**src/rtl/modn_seq_pkg.sv**
```systemverilog
// Shared FSM encoding and legal-modulus bounds for the modn_seq counter.
package modn_seq_pkg;

   typedef enum logic [2:0] {
      S_IDLE  = 3'd0,
      S_ARMED = 3'd1,
      S_RUN   = 3'd2,
      S_HOLD  = 3'd3,
      S_DONE  = 3'd4
   } state_t;

   localparam int MOD_MIN = 2;

endpackage

```
**src/rtl/modn_core.sv**
```systemverilog
// Wrap counter 0..modv-1 with synchronous clear (priority) and enable.
module modn_core #(
   parameter int CW = 5
) (
   input  logic          clk,
   input  logic          rst,
   input  logic          clr,
   input  logic          en,
   input  logic [CW-1:0] modv,
   output logic [CW-1:0] out,
   output logic          tc
);

   logic [CW-1:0] cnt;
   logic          wrap;

   assign wrap = (cnt == modv - CW'(1));
   assign tc   = en & wrap;
   assign out  = cnt;

   always_ff @(posedge clk) begin
      if (rst || clr) begin
         cnt <= '0;
      end else if (en) begin
         cnt <= wrap ? '0 : cnt + CW'(1);
      end
   end

endmodule

```
**src/rtl/modn_seq.sv**
```systemverilog
// Configurable modulo-N sequencer. Optional macro MODN_SEQ_PERIODS_EN adds
// the cfg_periods port, a programmed period count and the DONE state.
module modn_seq
   import modn_seq_pkg::*;
#(
   parameter  int NMAX = 17,
   parameter  int PW   = 8,
   localparam int CW   = (NMAX > 2) ? $clog2(NMAX) : 1
) (
   input  logic          clk,
   input  logic          rst,
   input  logic          cfg_valid,
   output logic          cfg_ready,
   input  logic [CW-1:0] cfg_mod,
`ifdef MODN_SEQ_PERIODS_EN
   input  logic [PW-1:0] cfg_periods,
`endif
   input  logic          start,
   input  logic          stop,
   input  logic          pause,
   output logic [CW-1:0] out,
   output logic          tc,
   output logic          busy,
   output logic          done,
   output logic          cfg_err
);

   state_t        state, nxt;
   logic [CW-1:0] m_q;
   logic [PW-1:0] per_q;
   logic [PW-1:0] pcnt;
   logic [PW-1:0] pcnt_nxt;
   logic          cfg_ok;
   logic          ld_cfg, err_nxt, pcnt_clr, pcnt_inc;
   logic          core_clr, core_en, core_tc;

   function automatic logic [PW-1:0] sat_inc(input logic [PW-1:0] v);
      return (&v) ? v : v + PW'(1);
   endfunction

   assign cfg_ok    = (int'(cfg_mod) >= MOD_MIN) && (int'(cfg_mod) <= NMAX);
   assign pcnt_nxt  = sat_inc(pcnt);
   assign cfg_ready = (state == S_IDLE) || (state == S_ARMED);
   assign busy      = (state == S_RUN) || (state == S_HOLD);
   assign tc        = core_tc;

   always_ff @(posedge clk) begin
      if (rst) begin
         state   <= S_IDLE;
         m_q     <= '0;
         cfg_err <= 1'b0;
         pcnt    <= '0;
      end else begin
         state   <= nxt;
         cfg_err <= err_nxt;
         if (ld_cfg) m_q <= cfg_mod;
         if (pcnt_clr)      pcnt <= '0;
         else if (pcnt_inc) pcnt <= pcnt_nxt;
      end
   end

`ifdef MODN_SEQ_PERIODS_EN
   always_ff @(posedge clk) begin
      if (rst)         per_q <= '0;
      else if (ld_cfg) per_q <= cfg_periods;
   end
   assign done = (state == S_DONE);
`else
   assign per_q = '0;
   assign done  = 1'b0;
`endif

   // Handshake outranks start; stop outranks pause; the counter keeps its
   // enable during stop so a coincident tc is still visible.
   always_comb begin
      nxt      = state;
      ld_cfg   = 1'b0;
      err_nxt  = 1'b0;
      pcnt_clr = 1'b0;
      pcnt_inc = 1'b0;
      core_clr = 1'b0;
      core_en  = 1'b0;
      case (state)
         S_IDLE, S_ARMED: begin
            if (cfg_valid) begin
               if (cfg_ok) begin
                  ld_cfg = 1'b1;
                  nxt    = S_ARMED;
               end else begin
                  err_nxt = 1'b1;
               end
            end else if (start && state == S_ARMED) begin
               nxt      = S_RUN;
               core_clr = 1'b1;
               pcnt_clr = 1'b1;
            end
         end
         S_RUN: begin
            core_en = !pause;
            if (stop) begin
               nxt      = S_ARMED;
               core_clr = 1'b1;
            end else if (pause) begin
               nxt = S_HOLD;
            end else if (core_tc) begin
               pcnt_inc = 1'b1;
               if (per_q != '0 && pcnt_nxt == per_q) nxt = S_DONE;
            end
         end
         S_HOLD: begin
            if (stop) begin
               nxt      = S_ARMED;
               core_clr = 1'b1;
            end else if (!pause) begin
               nxt = S_RUN;
            end
         end
         S_DONE:  nxt = S_ARMED;
         default: nxt = S_IDLE;
      endcase
   end

   modn_core #(.CW(CW)) u_core (
      .clk  (clk),
      .rst  (rst),
      .clr  (core_clr),
      .en   (core_en),
      .modv (m_q),
      .out  (out),
      .tc   (core_tc)
   );

endmodule

```
**config.mk**
```make
export PLATFORM = sky130hd
export DESIGN_NAME = modn_seq
export DESIGN_NICKNAME = d
export VERILOG_FILES = /design/src/rtl/modn_seq_pkg.sv /design/src/rtl/modn_core.sv /design/src/rtl/modn_seq.sv
export SDC_FILE = /design/constraint.sdc
export NUM_CORES = 1
export LEC_CHECK = 0
export BUFFER_PORTS_ARGS = -buffer_cell sky130_fd_sc_hd__buf_2
export CORE_MARGIN = 10
export CORE_UTILIZATION = 49
export CTS_CLUSTER_SIZE = 30
export DETAILED_ROUTE_END_ITERATION = 7
export PLACE_DENSITY = 0.75
export SYNTH_ARGS = -nofsm -noshare
export SYNTH_HDL_FRONTEND = slang
export SYNTH_SLANG_ARGS = --single-unit
```
**constraint.sdc**
```tcl
create_clock -name clk -period 2.3 [get_ports clk]
set_input_delay 0.46 -clock clk [delete_from_list [all_inputs] [get_ports clk]]
set_output_delay 0.46 -clock clk [all_outputs]
set_load 0.02 [all_outputs]
```
### Yosys cells after proc, flatten, opt, wreduce, memory -nomap -nowiden

Cells that the tools add are included.

| storage, ports and cells | value |
|---|---|
| bits in registers | 14 |
| input bits | 11 |
| logic and storage cells | 49 |

| cells by class | value |
|---|---|
| $add $sub $neg | 2 |
| order comparisons | 2 |
| equal/unequal tests | 9 |
| mux-type cells | 18 |
| bitwise logic cells | 3 |
| reductions and logical operators | 11 |

Operators with widths:

| operator | number |
|---|---|
| 2-to-1 mux 3 bit | 7 |
| != test 3 bit, second input constant | 4 |
| case mux 3 bit (4 select lines) | 1 |
| 2-to-1 mux 1 bit | 8 |
| equality test 3 x 2 -> 1 bit, second input constant | 2 |
| adder 5 x 1 -> 5 bit, second input constant | 1 |
| equality test 5 bit | 1 |
| >= comparator 5 x 2 -> 1 bit, second input constant | 1 |
| less-or-equal comparator 5 bit, second input constant | 1 |
| 2-to-1 mux 5 bit | 1 |
| subtractor 5 x 1 -> 5 bit, second input constant | 1 |
| AND reduction 4 bit | 1 |
| OR reduction 2 bit | 2 |
| equality test 3 x 1 -> 1 bit, second input constant | 1 |
| equality test 3 bit, second input constant | 1 |
| zero test 3 bit | 1 |
| logical OR 1 bit | 3 |
| OR reduction 3 bit | 1 |
| logical AND 1 bit | 2 |
| NOT 1 bit | 2 |
| case mux 1 bit (2 select lines) | 1 |
| bitwise AND 1 bit | 1 |
| zero test 1 bit | 1 |

### Depth between registers and ports, before layout

| depth | value |
|---|---|
| depth after elaboration | 6 |
| gate-level depth with buffers | 6 |
| gate-level depth less buffers | 6 |

### Hierarchy

A second synthesis with hierarchy kept.

| second synthesis, totals | value |
|---|---|
| cell total of the unflattened synthesis | 93 |
| area total of the unflattened synthesis | 764.5 µm² |

Modules (own cells, without submodules):

| module | instances | cells each | area an instance (µm²) | seq. area each (µm²) |
|---|---|---|---|---|
| modn_seq | 1 | 48 | 404.1 | 160.2 |
| modn_core | 1 | 45 | 360.3 | 100.1 |

### Worst setup path before layout

Ideal clock, no wire load.

| path | value |
|---|---|
| kind | register to output |
| start | register m_q[0] |
| end | output tc |
| data arrival time | 1.487 ns |
| required time | 1.840 ns |
| slack | 0.353 ns |
| cell stages (with the launch flop) | 6 |
| buffers on the path | 0 |
| path through | dfxtp_1 -> inv_1 -> ha_1 -> xor2_1 -> nand3_2 -> nor4_4 |

| between the ends | value |
|---|---|
| cells in the longest elaborated chain, start to end | 3 |

Ends and longest elaborated chain:

| item | line | RTL |
|---|---|---|
| from (decl) | modn_seq.sv:29 | `logic [CW-1:0] m_q;` |
| from (signal assigned) | modn_seq.sv:56 | `if (ld_cfg) m_q <= cfg_mod;` |
| subtractor 5 x 1 -> 5 bit | modn_core.sv:17 | `assign wrap = (cnt == modv - CW'(1));` |
| equality test 5 bit | modn_core.sv:17 |  |
| bitwise AND 1 bit | modn_core.sv:18 | `assign tc = en & wrap;` |
| to (decl) | modn_seq.sv:22 | `output logic tc,` |

No other way between the ends.

### Worst setup path after layout

Same ends and word-level chain as after synthesis.

==> out/metrics.yaml <==
seq_area_sq_um: 262
ant_nets: 0
start_util_pct: 54.2
grt_util_all_layers_pct: 9.65
post_synth_main_area_contributors: "sky130_fd_sc_hd__dfxtp_1, sky130_fd_sc_hd__xnor2_1, sky130_fd_sc_hd__mux2i_1"
n_fill_cell: 120
run_status: "complete, no violations"
final.hold.worst_slack_ns: 0.424
routed_via_density: 5.24
die-area_sq_um: 3470
drv.max_cap_violation_count: 0
final_hold_viol_count: 0
power.combinational.fraction_pct: 17.8
pwr_cell_area_nw_per_um2: 523
skew_ns: 0.000791
multiInputGateArea_sq_um: 450
period_minus_slack_ns: 2.18
ctsHtreeMaxLevel: 1
floorplan.die.width_microns: 58.9
yosys.area.top_type_share_pct: 35.1
worst-r2r-cell-count: 7
end_kind: "primary output"
net-switching-power_mw: 0.125
die_y_microns: 58.9
most_common_library_cell_in_the_layout_ignoring_fill_and_taps: "sky130_fd_sc_hd__buf_2"
slew_violations: 0
post_synth_instance_area_sq_um: 741
area_growth_pct: 19.4
layout.nets: 116
detail_route.wirelength_mm: 1.54
worstHoldPathType: "input port to register"
core_region_area_sq_um: 1370
synth_area_per_cell_sq_um: 9.26
synthDominantAreaCellType: "sky130_fd_sc_hd__dfxtp_1"
cts.repair_timing.setup_buffer_count: 0
p_clk_share_pct: 29.9
drc_errors: 0
initial_antenna_violation_count: 0
critPathKind: "register to primary output"
setup_total_negative_slack_ns: 0
regToRegSetupSlack_ns: 0.70
slack_of_the_critical_path_ns: 0.123
cts_hold_buf: 0
critPathMaxFanout: 4
min_delay_path_depth: 3
p_int_mw: 0.338
tritoncts_clock_tree: "yes"
max_freq_mhz: 459
cellLeakagePower_nw: 0.378
grt_max_degree: 11
post-place-ws_ns: 0.338
total_power_mw: 0.463
endpoints_failing_setup: 0
worstPathRequired_ns: 1.84
grt_pass1_vias: 612
placement_rows: 13
wire_length_of_the_first_global_routing_pass_mm: 2.64
overflow: 0
numPortBuffers: 19
post-dp-hpwl_mm: 1.24
power.ir.vdd_worst_v: 0.000386
postCtsResizedCells: 0
register_share_of_total_power_pct: 52.3
drt_pre_antenna_iters: 4
route.vias.total: 613
syn-instance-count: 80
post_drt_wl_per_cell_microns: 13.2
insertedDiodeCount: 0
ios: 21
post-route-cell-area_sq_um: 885
arrival_ns: 1.72
synth-seq-cells: 13
placed_area_sq_um: 850
drive_gt1_share_pct: 30.4
yosysSeqAreaShare_pct: 35.1
cts.clk_slew.worst_paths_ns: 0.08
setup.worst_path.start_class: "register"
final.period_utilization_pct: 94.7
gpl.final_weighted_congestion: 0.800
layout.cells.most_common_list: "sky130_fd_sc_hd__buf_2, sky130_fd_sc_hd__dfxtp_1, sky130_fd_sc_hd__xnor2_1, sky130_fd_sc_hd__nor3_1, sky130_fd_sc_hd__nor2_1"
swShare_pct: 27.0
cts_buffer_depth: 2
mappedNetlistNets: 93
clk_root_buffer_cell: "sky130_fd_sc_hd__clkbuf_4"
yosysWarningCount: 0
unrepaired_setup_endpoints_after_global_routing: "false"
synth_cell_type_count: 32
first_iter_violations: 9
insertion_delay_ns: 0.27
clock-sinks: 13
cts_made_buffers: 3
per-layer routing:
metal | GRT usage (%) | share of wire (%)
met3 | 5.79 | 7.5
met5 | 0 | 0
met4 | 3.93 | 0.78
met2 | 14.1 | 44
met1 | 11.1 | 48
power groups by stage:
| stage | Clock [mW] | Combinational [mW] | Sequential [mW] |
|---|---|---|---|
| after CTS | 0.146 | 0.0823 | 0.242 |
| after detailed placement | 0 | 0.0818 | 0.247 |
| after global routing | 0.160 | 0.0922 | 0.243 |
| after global placement | 0 | 0.0808 | 0.247 |
| after floorplan | 0 | 0.0604 | 0.246 |
| final | 0.138 | 0.0825 | 0.242 |
flip-flops by register name (all words and copies together), names as in the netlist:
name	flops
cfg_err	1
m_q	5
state	2
u_core.out	5
metrics by stage:
| stage | utilization (%) | cells |
|---|---|---|
| 2_1_floorplan | - | 80 |
| 3_3_place_gp | 62.2 | 113 |
| 3_5_place_dp | 62.2 | 113 |
| 4_1_cts | 64.1 | 117 |
| 5_1_grt | 64.7 | 117 |
| 6_report | 64.7 | 117 |
layout make-up:
| cell class | count | area share [%] |
|---|---|---|
| inverters | 4 | 1.70 |
| repair buffers | 21 | 12.7 |
| multi-input cells | 60 | 50.9 |
| flip-flops and latches | 13 | 29.6 |
| clock buffers | 4 | 2.97 |
| well taps | 15 | 2.12 |
final timing paths:
path,start,to
worst max-delay path,m_q[0]$_SDFFE_PP0P_,tc
worst min-delay path,cfg_mod[0],m_q[0]$_SDFFE_PP0P_
worst max register to register,m_q[0]$_SDFFE_PP0P_,u_core.out[0]$_SDFFE_PP0P_
worst min register to register,m_q[4]$_SDFFE_PP0P_,m_q[4]$_SDFFE_PP0P_
critical path, stage by stage, from the launching register on:
cell and delay [ns]:
sky130_fd_sc_hd__dfxtp_2 0.36, sky130_fd_sc_hd__inv_1 0.05, sky130_fd_sc_hd__ha_1 0.21, sky130_fd_sc_hd__xnor2_1 0.14, sky130_fd_sc_hd__xnor2_1 0.17, sky130_fd_sc_hd__nor4_4 0.32
sky130_fd_sc_hd__buf_4 0.19
cells by family after synthesis:
logic type / Yosys count / share of synthesized area [%]
other cells: 1 / 0.506
buf+inv: 7 / 4.73
mux: 5 / 6.76
compound gates: 10 / 8.78
xor+xnor: 12 / 14.2
fa+ha+maj: 2 / 3.38
flops: 13 / 35.1
simple gates: 30 / 26.5
synth_stat cells:
master,count
sky130_fd_sc_hd__nor3_1,7
sky130_fd_sc_hd__nand3_2,1
sky130_fd_sc_hd__ha_1,2
sky130_fd_sc_hd__nand3_1,1
sky130_fd_sc_hd__nor4_1,1
sky130_fd_sc_hd__o31ai_1,1
sky130_fd_sc_hd__nor4_4,1
sky130_fd_sc_hd__o21ai_0,2
sky130_fd_sc_hd__buf_4,1
sky130_fd_sc_hd__dlygate4sd1_1,1
sky130_fd_sc_hd__and3_1,1
sky130_fd_sc_hd__xor2_1,5
sky130_fd_sc_hd__nor3_2,1
sky130_fd_sc_hd__o21ba_1,1
sky130_fd_sc_hd__a21oi_1,4
sky130_fd_sc_hd__dfxtp_1,13
sky130_fd_sc_hd__clkbuf_1,1
sky130_fd_sc_hd__nand2_1,3
sky130_fd_sc_hd__or4_1,1
sky130_fd_sc_hd__nor3b_1,1
sky130_fd_sc_hd__nor3b_4,1
sky130_fd_sc_hd__nand2b_2,1
sky130_fd_sc_hd__nor2b_1,1
sky130_fd_sc_hd__o31a_1,1
sky130_fd_sc_hd__nor2_1,6
sky130_fd_sc_hd__inv_1,4
sky130_fd_sc_hd__or2b_1,1
sky130_fd_sc_hd__mux2i_1,5
sky130_fd_sc_hd__conb_1,1
sky130_fd_sc_hd__xnor2_1,7
sky130_fd_sc_hd__a221oi_1,1
sky130_fd_sc_hd__nand4_1,2
Note: power is estimated with default switching activity, not from simulation.
